## src/rtl/id_regfile_scoreboard_pkg.sv

```systemverilog
// Shared constants for the ID-stage register file and its RAW scoreboard.
// Holds the GPR address width, r0 index, default sizes and WB->ID bus width.
package id_regfile_scoreboard_pkg;

    localparam int GPR_AW = 5;
    localparam logic [GPR_AW-1:0] R0_IDX = '0;

    localparam int NREG_DEF  = 32;
    localparam int DW_DEF    = 32;
    localparam int CNT_W_DEF = 2;

    // {rf_we, rf_waddr, rf_wdata}
    localparam int WB_TO_ID_BUS_WIDTH = 1 + GPR_AW + DW_DEF;

    // Cycles after a flush in which a retire on an empty counter is legal
    localparam logic [1:0] FLUSH_WIN = 2'd3;

endpackage

```

## src/rtl/id_regfile_scoreboard_sb_counter.sv

```systemverilog
// Saturating up/down in-flight-write counter for one register.
// Ports: clk, resetn, inc_i, dec_i, clr_i -> cnt_o, ovf_o/unf_o (pulses).
module sb_counter #(
    parameter int CNT_W = 2
) (
    input  logic             clk,
    input  logic             resetn,
    input  logic             inc_i,
    input  logic             dec_i,
    input  logic             clr_i,
    output logic [CNT_W-1:0] cnt_o,
    output logic             ovf_o,
    output logic             unf_o
);

    localparam logic [CNT_W-1:0] MAX = '1;

    logic [CNT_W-1:0] cnt_q;
    logic [CNT_W-1:0] cnt_d;

    // clr wins over inc/dec and suppresses error pulses
    always_comb begin
        cnt_d = cnt_q;
        ovf_o = 1'b0;
        unf_o = 1'b0;
        if (clr_i) begin
            cnt_d = '0;
        end else if (inc_i && !dec_i) begin
            if (cnt_q == MAX) ovf_o = 1'b1;
            else              cnt_d = cnt_q + 1'b1;
        end else if (dec_i && !inc_i) begin
            if (cnt_q == '0) unf_o = 1'b1;
            else             cnt_d = cnt_q - 1'b1;
        end
    end

    always_ff @(posedge clk or negedge resetn) begin
        if (!resetn) cnt_q <= '0;
        else         cnt_q <= cnt_d;
    end

    assign cnt_o = cnt_q;

endmodule

```

## src/rtl/id_regfile_scoreboard.sv

```systemverilog
// ID-stage GPR file (WB write, 2 bypassed reads) with per-register RAW
// scoreboard. Ports: wb_to_id_bus in; raddr/used -> rdata, id_stall, flags.
module id_regfile_scoreboard
    import id_regfile_scoreboard_pkg::*;
#(
    parameter int NREG  = NREG_DEF,
    parameter int DW    = DW_DEF,
    parameter int CNT_W = CNT_W_DEF
) (
    input  logic              clk,
    input  logic              resetn,
    input  logic [DW+GPR_AW:0] wb_to_id_bus,
    input  logic [GPR_AW-1:0] rf_raddr1,
    input  logic [GPR_AW-1:0] rf_raddr2,
    input  logic              rd1_used,
    input  logic              rd2_used,
    output logic [DW-1:0]     rf_rdata1,
    output logic [DW-1:0]     rf_rdata2,
    input  logic              issue_valid,
    input  logic              issue_gr_we,
    input  logic [GPR_AW-1:0] issue_dest,
    input  logic              flush,
    output logic              id_stall,
    output logic              sb_overflow,
    output logic              sb_underflow
);

    logic              rf_we;
    logic [GPR_AW-1:0] rf_waddr;
    logic [DW-1:0]     rf_wdata;

    assign {rf_we, rf_waddr, rf_wdata} = wb_to_id_bus;

    // Storage is intentionally not reset
    logic [DW-1:0] mem_q [NREG];

    always_ff @(posedge clk) begin
        if (rf_we && rf_waddr != R0_IDX) mem_q[rf_waddr] <= rf_wdata;
    end

    always_comb begin
        if (rf_raddr1 == R0_IDX)
            rf_rdata1 = '0;
        else if (rf_we && rf_waddr == rf_raddr1)
            rf_rdata1 = rf_wdata;
        else
            rf_rdata1 = mem_q[rf_raddr1];
    end

    always_comb begin
        if (rf_raddr2 == R0_IDX)
            rf_rdata2 = '0;
        else if (rf_we && rf_waddr == rf_raddr2)
            rf_rdata2 = rf_wdata;
        else
            rf_rdata2 = mem_q[rf_raddr2];
    end

    logic [CNT_W-1:0] cnt [NREG];
    logic [NREG-1:0]  ovf_v;
    logic [NREG-1:0]  unf_v;

    assign cnt[0]   = '0;
    assign ovf_v[0] = 1'b0;
    assign unf_v[0] = 1'b0;

    for (genvar r = 1; r < NREG; r++) begin : g_sb
        logic inc;
        logic dec;
        assign inc = issue_valid & issue_gr_we
                   & (issue_dest == GPR_AW'(r));
        assign dec = rf_we & (rf_waddr == GPR_AW'(r));
        sb_counter #(.CNT_W(CNT_W)) u_cnt (
            .clk    (clk),
            .resetn (resetn),
            .inc_i  (inc),
            .dec_i  (dec),
            .clr_i  (flush),
            .cnt_o  (cnt[r]),
            .ovf_o  (ovf_v[r]),
            .unf_o  (unf_v[r])
        );
    end

    // A lone pending write retiring this cycle is covered by the bypass
    logic hz1;
    logic hz2;

    always_comb begin
        hz1 = rd1_used && rf_raddr1 != R0_IDX
            && cnt[rf_raddr1] != '0
            && !(cnt[rf_raddr1] == CNT_W'(1)
                 && rf_we && rf_waddr == rf_raddr1);
        hz2 = rd2_used && rf_raddr2 != R0_IDX
            && cnt[rf_raddr2] != '0
            && !(cnt[rf_raddr2] == CNT_W'(1)
                 && rf_we && rf_waddr == rf_raddr2);
    end

    assign id_stall = hz1 | hz2;

    // win_q counts down the post-flush window where stale retires are legal
    logic [1:0] win_q;
    logic       ovf_q;
    logic       unf_q;

    always_ff @(posedge clk or negedge resetn) begin
        if (!resetn) begin
            win_q <= '0;
            ovf_q <= 1'b0;
            unf_q <= 1'b0;
        end else begin
            if (flush)             win_q <= FLUSH_WIN;
            else if (win_q != '0)  win_q <= win_q - 1'b1;
            if (|ovf_v)                  ovf_q <= 1'b1;
            if (|unf_v && win_q == '0)   unf_q <= 1'b1;
        end
    end

    assign sb_overflow  = ovf_q;
    assign sb_underflow = unf_q;

endmodule

```

## config.mk

```make
export PLATFORM = sky130hd
export DESIGN_NAME = id_regfile_scoreboard
export DESIGN_NICKNAME = d
export VERILOG_FILES = /design/src/rtl/id_regfile_scoreboard_pkg.sv /design/src/rtl/id_regfile_scoreboard_sb_counter.sv /design/src/rtl/id_regfile_scoreboard.sv
export SDC_FILE = /design/constraint.sdc
export NUM_CORES = 2
export LEC_CHECK = 0
export CORE_MARGIN = 2
export CORE_UTILIZATION = 60
export CTS_BUF_LIST = sky130_fd_sc_hd__clkbuf_8 sky130_fd_sc_hd__clkbuf_16
export DETAILED_ROUTE_END_ITERATION = 10
export GPL_ROUTABILITY_DRIVEN = 0
export GPL_TIMING_DRIVEN = 0
export PLACE_DENSITY = 0.78
export SLEW_MARGIN = 20
export SYNTH_ARGS = -nofsm -noshare
export SYNTH_HDL_FRONTEND = slang
export SYNTH_SLANG_ARGS = --single-unit
```

## constraint.sdc

```tcl
create_clock -name clk -period 11.3 [get_ports clk]
set_input_delay 2.825 -clock clk [delete_from_list [all_inputs] [get_ports clk]]
set_output_delay 2.825 -clock clk [all_outputs]
set_load 0.05 [all_outputs]
```

## Word-level counts from Yosys, hierarchy flattened

Memories as Yosys holds them, arrays and structs flattened.
Cells that the tools add are included.

- Bitwise logic cells: 66
- Order comparisons: 2
- Mux-type cells: 386
- Eq/ne operators: 159
- Add/sub/neg operators: 63
- Reduce and logical (&&, ||, !) cells: 245

Operators by type and width:

| operator | number |
|---|---|
| 2-bit two-way mux | 161 |
| 1-bit two-way mux | 219 |
| 5-bit equality test, second input constant | 32 |
| 32-bit two-way mux | 4 |
| 3-bit by 2-bit != test with 1-bit output, second input constant | 31 |
| 3-bit != test, second input constant | 31 |
| 3-bit AND reduction | 31 |
| 3-bit nonzero test | 31 |
| 5-bit by 4-bit equality test with 1-bit output, second input constant | 16 |
| 1-bit logical AND | 76 |
| 1-bit zero test | 64 |
| 2-bit zero test | 32 |
| 2-bit by 1-bit subtractor with 2-bit output, second input constant | 32 |
| 1-bit AND | 63 |
| 2-bit by 1-bit adder with 2-bit output, second input constant | 31 |
| 2-bit equality test, second input constant | 31 |
| 31-bit OR reduction | 2 |
| 5-bit by 3-bit equality test with 1-bit output, second input constant | 8 |
| 2-bit binary-select mux with 5-bit select | 2 |
| 5-bit by 2-bit equality test with 1-bit output, second input constant | 4 |
| 5-bit nonzero test | 3 |
| 6-bit >= comparator, second input constant | 2 |
| 5-bit inverter with 6-bit output | 2 |
| 5-bit by 1-bit equality test with 1-bit output, second input constant | 2 |
| other kinds (5) | 11 |

- Bits in writable memories: 1024
- Memories: 1
- Register bits after elaboration: 66

Memory list:

| name | words | width | read ports | clocked after memory_dff | write ports | RTL line | RTL |
|---|---|---|---|---|---|---|---|
| mem_q | 32 | 32 | 2 | 0 | 1 | id_regfile_scoreboard.sv:35 | `logic [DW-1:0] mem_q [NREG];` |

## Longest topological paths before layout

- Depth in word-level cells: 10
- Gate-level depth with buffers: 11
- Mapped depth without buffers: 7

## By module

Synthesis repeated with hierarchy kept, for this count alone.

- Cells, all modules: 3035
- Area total of the unflattened synthesis: 54688.7 um^2

By module, submodules not included:

| module | cells each | area each (um^2) | times used |
|---|---|---|---|
| id_regfile_scoreboard | 2415 | 49025.8 | 1 |
| sb_counter | 20 | 182.7 | 31 |

## Worst setup path after synthesis

Ideal clock, no wire load.

- Path kind: in2out
- From: input rf_raddr1[1]
- To: output rf_rdata1[10]
- Setup slack: 3106 ps
- Stages: 10
- Arrival time: 5369 ps
- Path through: buf_2 buf_2 buf_4 xor2_1 nor4_1 nand3_1 buf_2 clkbuf_1 nor2_1 a211oi_1

- Longest elaborated chain between the ends: 4
- Elaborated cells between the ends (all ways): 6
- Those cells by class: eq/ne: 1; mux: 2; reduce/logical: 2; memory: 1

RTL lines:

| what | RTL line | RTL |
|---|---|---|
| start, declared | id_regfile_scoreboard.sv:13 | `input logic [GPR_AW-1:0] rf_raddr1,` |
| parallel branches: the longest is 3 deep, another holds memory 32 x 32 bit | n/a |  |
| 32-bit two-way mux (*) | id_regfile_scoreboard.sv:42 | `if (rf_raddr1 == R0_IDX)` |
| end, declared | id_regfile_scoreboard.sv:17 | `output logic [DW-1:0] rf_rdata1,` |

Mark *: on every way between the ends.

## Final worst setup path

- From: input rf_raddr2[1]
- To: output rf_rdata2[31]

- Longest elaborated chain between the ends: 4
- Elaborated cells between the ends (all ways): 6
- Those cells by class: eq/ne: 1; mux: 2; reduce/logical: 2; memory: 1

RTL lines:

| what | RTL line | RTL |
|---|---|---|
| start, declared | id_regfile_scoreboard.sv:14 | `input logic [GPR_AW-1:0] rf_raddr2,` |
| parallel branches: the longest is 3 deep, another holds memory 32 x 32 bit | n/a |  |
| 32-bit two-way mux (*) | id_regfile_scoreboard.sv:51 | `if (rf_raddr2 == R0_IDX)` |
| end, declared | id_regfile_scoreboard.sv:18 | `output logic [DW-1:0] rf_rdata2,` |

Marked as above.

==> results.py <==
metrics = {
    "grt": {
        "grt_usage": 0.3952,
        "antenna_found_initial": 6,
        "grt_pass1_vias": 35019,
        "grt_pass1_wl_um": 248800,
        "overflow": 0,
        "grt_max_degree": 49,
    },
    "floorplan": {
        "initial_utilization": 0.6041,
        "ioPinCount": 127,
        "die_y_um": 301.8,
        "die_x_um": 301.8,
        "dieArea_um2": 91100,
        "design.core.area_um2": 88100,
        "fp-row-count": 109,
    },
    "power": {
        "p_sw_frac": 0.2460,
        "p_leak_nw": 19.52,
        "irDropWorstVdd_v": 0.0001248,
        "p_sw_mw": 2.265,
        "power_density_nw_per_um2": 152.5,
        "seq_power_share": 0.490,
        "pwr-share-clk": 0.394,
        "combPwrFrac": 0.117,
        "finalPower_mw": 9.208,
        "intPower_mw": 6.943,
    },
    "cts": {
        "clk_pin_slew_worst_paths_ns": 0.06,
        "h-tree-depth": 3,
        "hold_buffers": 0,
        "cts_setup_buffers": 0,
        "cts-root-buf": "clkbuf_16",
        "cts_made_buffers": 109,
        "cts_max_path_buffers": 3,
        "cts_sinks": 1090,
        "cts_tree": "done",
        "insertion_delay_ns": 0.69,
        "cts_resized": 0,
    },
    "timing": {
        "fmax_mhz": 98.51,
        "setup_viol_count_final": 0,
        "hold_violations": 0,
        "layout_min_cycle_time_ns": 10.15,
        "rsz0062_at_grt": "false",
        "fin_skew_ns": 0.02248,
        "fin_setup_tns_ns": 0,
        "tightest_slew_ns": 1.257,
        "final_max_slew_viol_count": 0,
        "slew_headroom": 0.1621,
        "fin_ws_ns": 1.148,
        "whs_ns": 0.5359,
        "period_share": 0.8984,
    },
    "synthesis": {
        "synth_edf_count": 1024,
        "synth-seq-area-share": 0.6088,
        "synth-seq-cells": 1090,
        "syn-cell-area_um2": 53220,
        "syn_area_per_cell_um2": 19.00,
        "yosysWarnings": 0,
        "ys_types": 67,
        "postSynthCellCount": 2801,
        "synthArstFlopShare": 0.06055,
        "ys.flop_type": "edfxtp_1",
    },
    "final_layout": {
        "n_fill_cell": 5392,
        "layout.nets": 3156,
        "postLayoutCellArea_um2": 60360,
        "seq_area_um2": 32400,
        "layout-drive-gt1-share": 0.3303,
        "multiInputGateArea_um2": 20020,
        "area_delta_synth_final_pct": 13.42,
    },
    "routing": {
        "drt_pass1_iterations": 9,
        "wire_per_inst_um": 40.62,
        "ant_nets": 0,
        "viasPerCell": 7.976,
        "vias": 34727,
        "wl_um": 176900,
        "drt_iter0_drc": 6735,
        "drc": 0,
    },
    "worst_setup_path": {
        "critPathLaunchType": "input pin",
        "worstPathArrival_ns": 7.33,
        "crit_type": "input pin to primary output",
        "end_kind": "primary output",
        "worst-r2r-setup-slack_ns": 8.99,
        "crit_required_ns": 8.48,
        "cp_max_fo": 10,
    },
    "placed_design": {
        "dp_hpwl_um": 111900,
        "numPortBuffers": 117,
        "pre_cts_slack_ns": 1.354,
        "dpl-instance-area_um2": 56960,
    },
    "run_status": {
        "outcome": "finished clean",
    },
    "min_path": {
        "hp-class": "flop to flop",
    },
    "flow_run": {
        "maxCapViolations": 0,
    },
}
## cell families (layout without fill, tap and decap cells)
family                     after synthesis  count (layout)  synth area share
adders and majority gates                1               1         0.0002351
buffers and inverters                  232             585           0.01921
other                                    1              36        0.00007046
xor gates and xnor gates                11              11          0.001810
AOI/OAI and AO/OA                      266             266           0.03007
muxes                                  744             744            0.2969
DFF                                   1090            1090            0.6088
and+or+nand+nor                        456             456           0.04286
## final timing paths
path / startpoint / endpoint / cells past startpoint
worst max-delay path: rf_raddr2[1] / rf_rdata2[31] / 8
worst min-delay path: win_q[0] / win_q[0] / 2
worst max register to register: g_sb[25].u_cnt.cnt_o[0] / sb_underflow / 6
worst min register to register: win_q[0] / win_q[0] / 2
max in group asynchronous: resetn / g_sb[8].u_cnt.cnt_o[0] / 2
min in group asynchronous: resetn / g_sb[30].u_cnt.cnt_o[0] / 1
## state kept, by name (all words and copies together) (netlist names)
signal            cells
sb_underflow          1
win_q                 2
g_sb.u_cnt.cnt_o     62
sb_overflow           1
mem_q              1024
## power groups by stage
stage	registers, mW	clock network, mW	logic (mW)
2_1_floorplan	4.58	0	0.641
3_3_place_gp	4.58	0	1.01
3_5_place_dp	4.59	0	1.05
4_1_cts	4.51	3.60	1.06
5_1_grt	4.51	3.75	1.10
6_report	4.51	3.62	1.08
## synth_stat cells (4+ instances only)
master / n / area (um2)
a2111oi_0: 4 / 35.03
a211oi_1: 68 / 510.5
a21oi_1: 116 / 580.6
a31oi_1: 7 / 43.79
and2_1: 18 / 112.6
and3_1: 5 / 31.28
buf_1: 24 / 90.09
buf_2: 82 / 410.4
buf_4: 7 / 52.55
clkbuf_1: 95 / 356.6
dfrtp_1: 66 / 1652
edfxtp_1: 1024 / 30750
inv_1: 21 / 78.83
mux2_2: 6 / 67.56
mux2i_1: 70 / 700.7
mux4_2: 667 / 15020
nand2_1: 42 / 157.7
nand2b_1: 14 / 87.58
nand3_1: 35 / 175.2
nand3b_1: 4 / 30.03
nand4_1: 10 / 62.56
nor2_1: 193 / 724.4
nor2b_1: 22 / 137.6
nor3_1: 41 / 205.2
nor4_1: 24 / 150.1
o21ai_0: 48 / 240.2
or2_2: 4 / 25.02
or3_1: 13 / 81.33
xor2_1: 9 / 78.83
## stage by stage
stage / util / std cells
6_report: 0.6851 / 4354
5_1_grt: 0.6850 / 4350
4_1_cts: 0.6864 / 4350
3_5_place_dp: 0.6465 / 4149
3_3_place_gp: 0.6352 / 4114
2_1_floorplan: - / 2832
## per-layer routing
metal | GRT usage | vias up | wire length (um)
met2 | 0.6057 | 3712 | 81740
met4 | 0.2442 | 8 | 13650
li1 | - | 12630 | -
met1 | 0.5002 | 17506 | 53870
met5 | 0 | - | 54
met3 | 0.1235 | 871 | 27550
## cell type report
cell class	instances	area share
clock inverters	88	0.01148
well taps	1165	0.02415
clock buffers	113	0.04666
inverters	21	0.001886
plain buffers	211	0.01606
diodes	4	0.0001658
flip-flops and latches	1090	0.5368
repair buffers	152	0.03120
multi-input cells	1510	0.3316
## critical path: stages
cell and delay (ns):
buf_2 0.39, clkbuf_1 0.86, clkbuf_1 0.83, mux4_2 0.37, mux4_2 0.29, mux2i_1 0.09, a211oi_1 0.70, clkdlybuf4s50_1 0.95
## layout by cell type, fill, tap and decap left out, types with 66 or more instances in the layout
cell / n
edfxtp_1: 1024
mux2i_1: 70
buf_2: 114
nor2_1: 180
dfrtp_1: 66
a21oi_1: 116
clkbuf_16: 112
clkdlybuf4s50_1: 89
mux4_2: 667
a211oi_1: 68
clkbuf_1: 85
No activity file was read; power rests on OpenSTA's default activity.
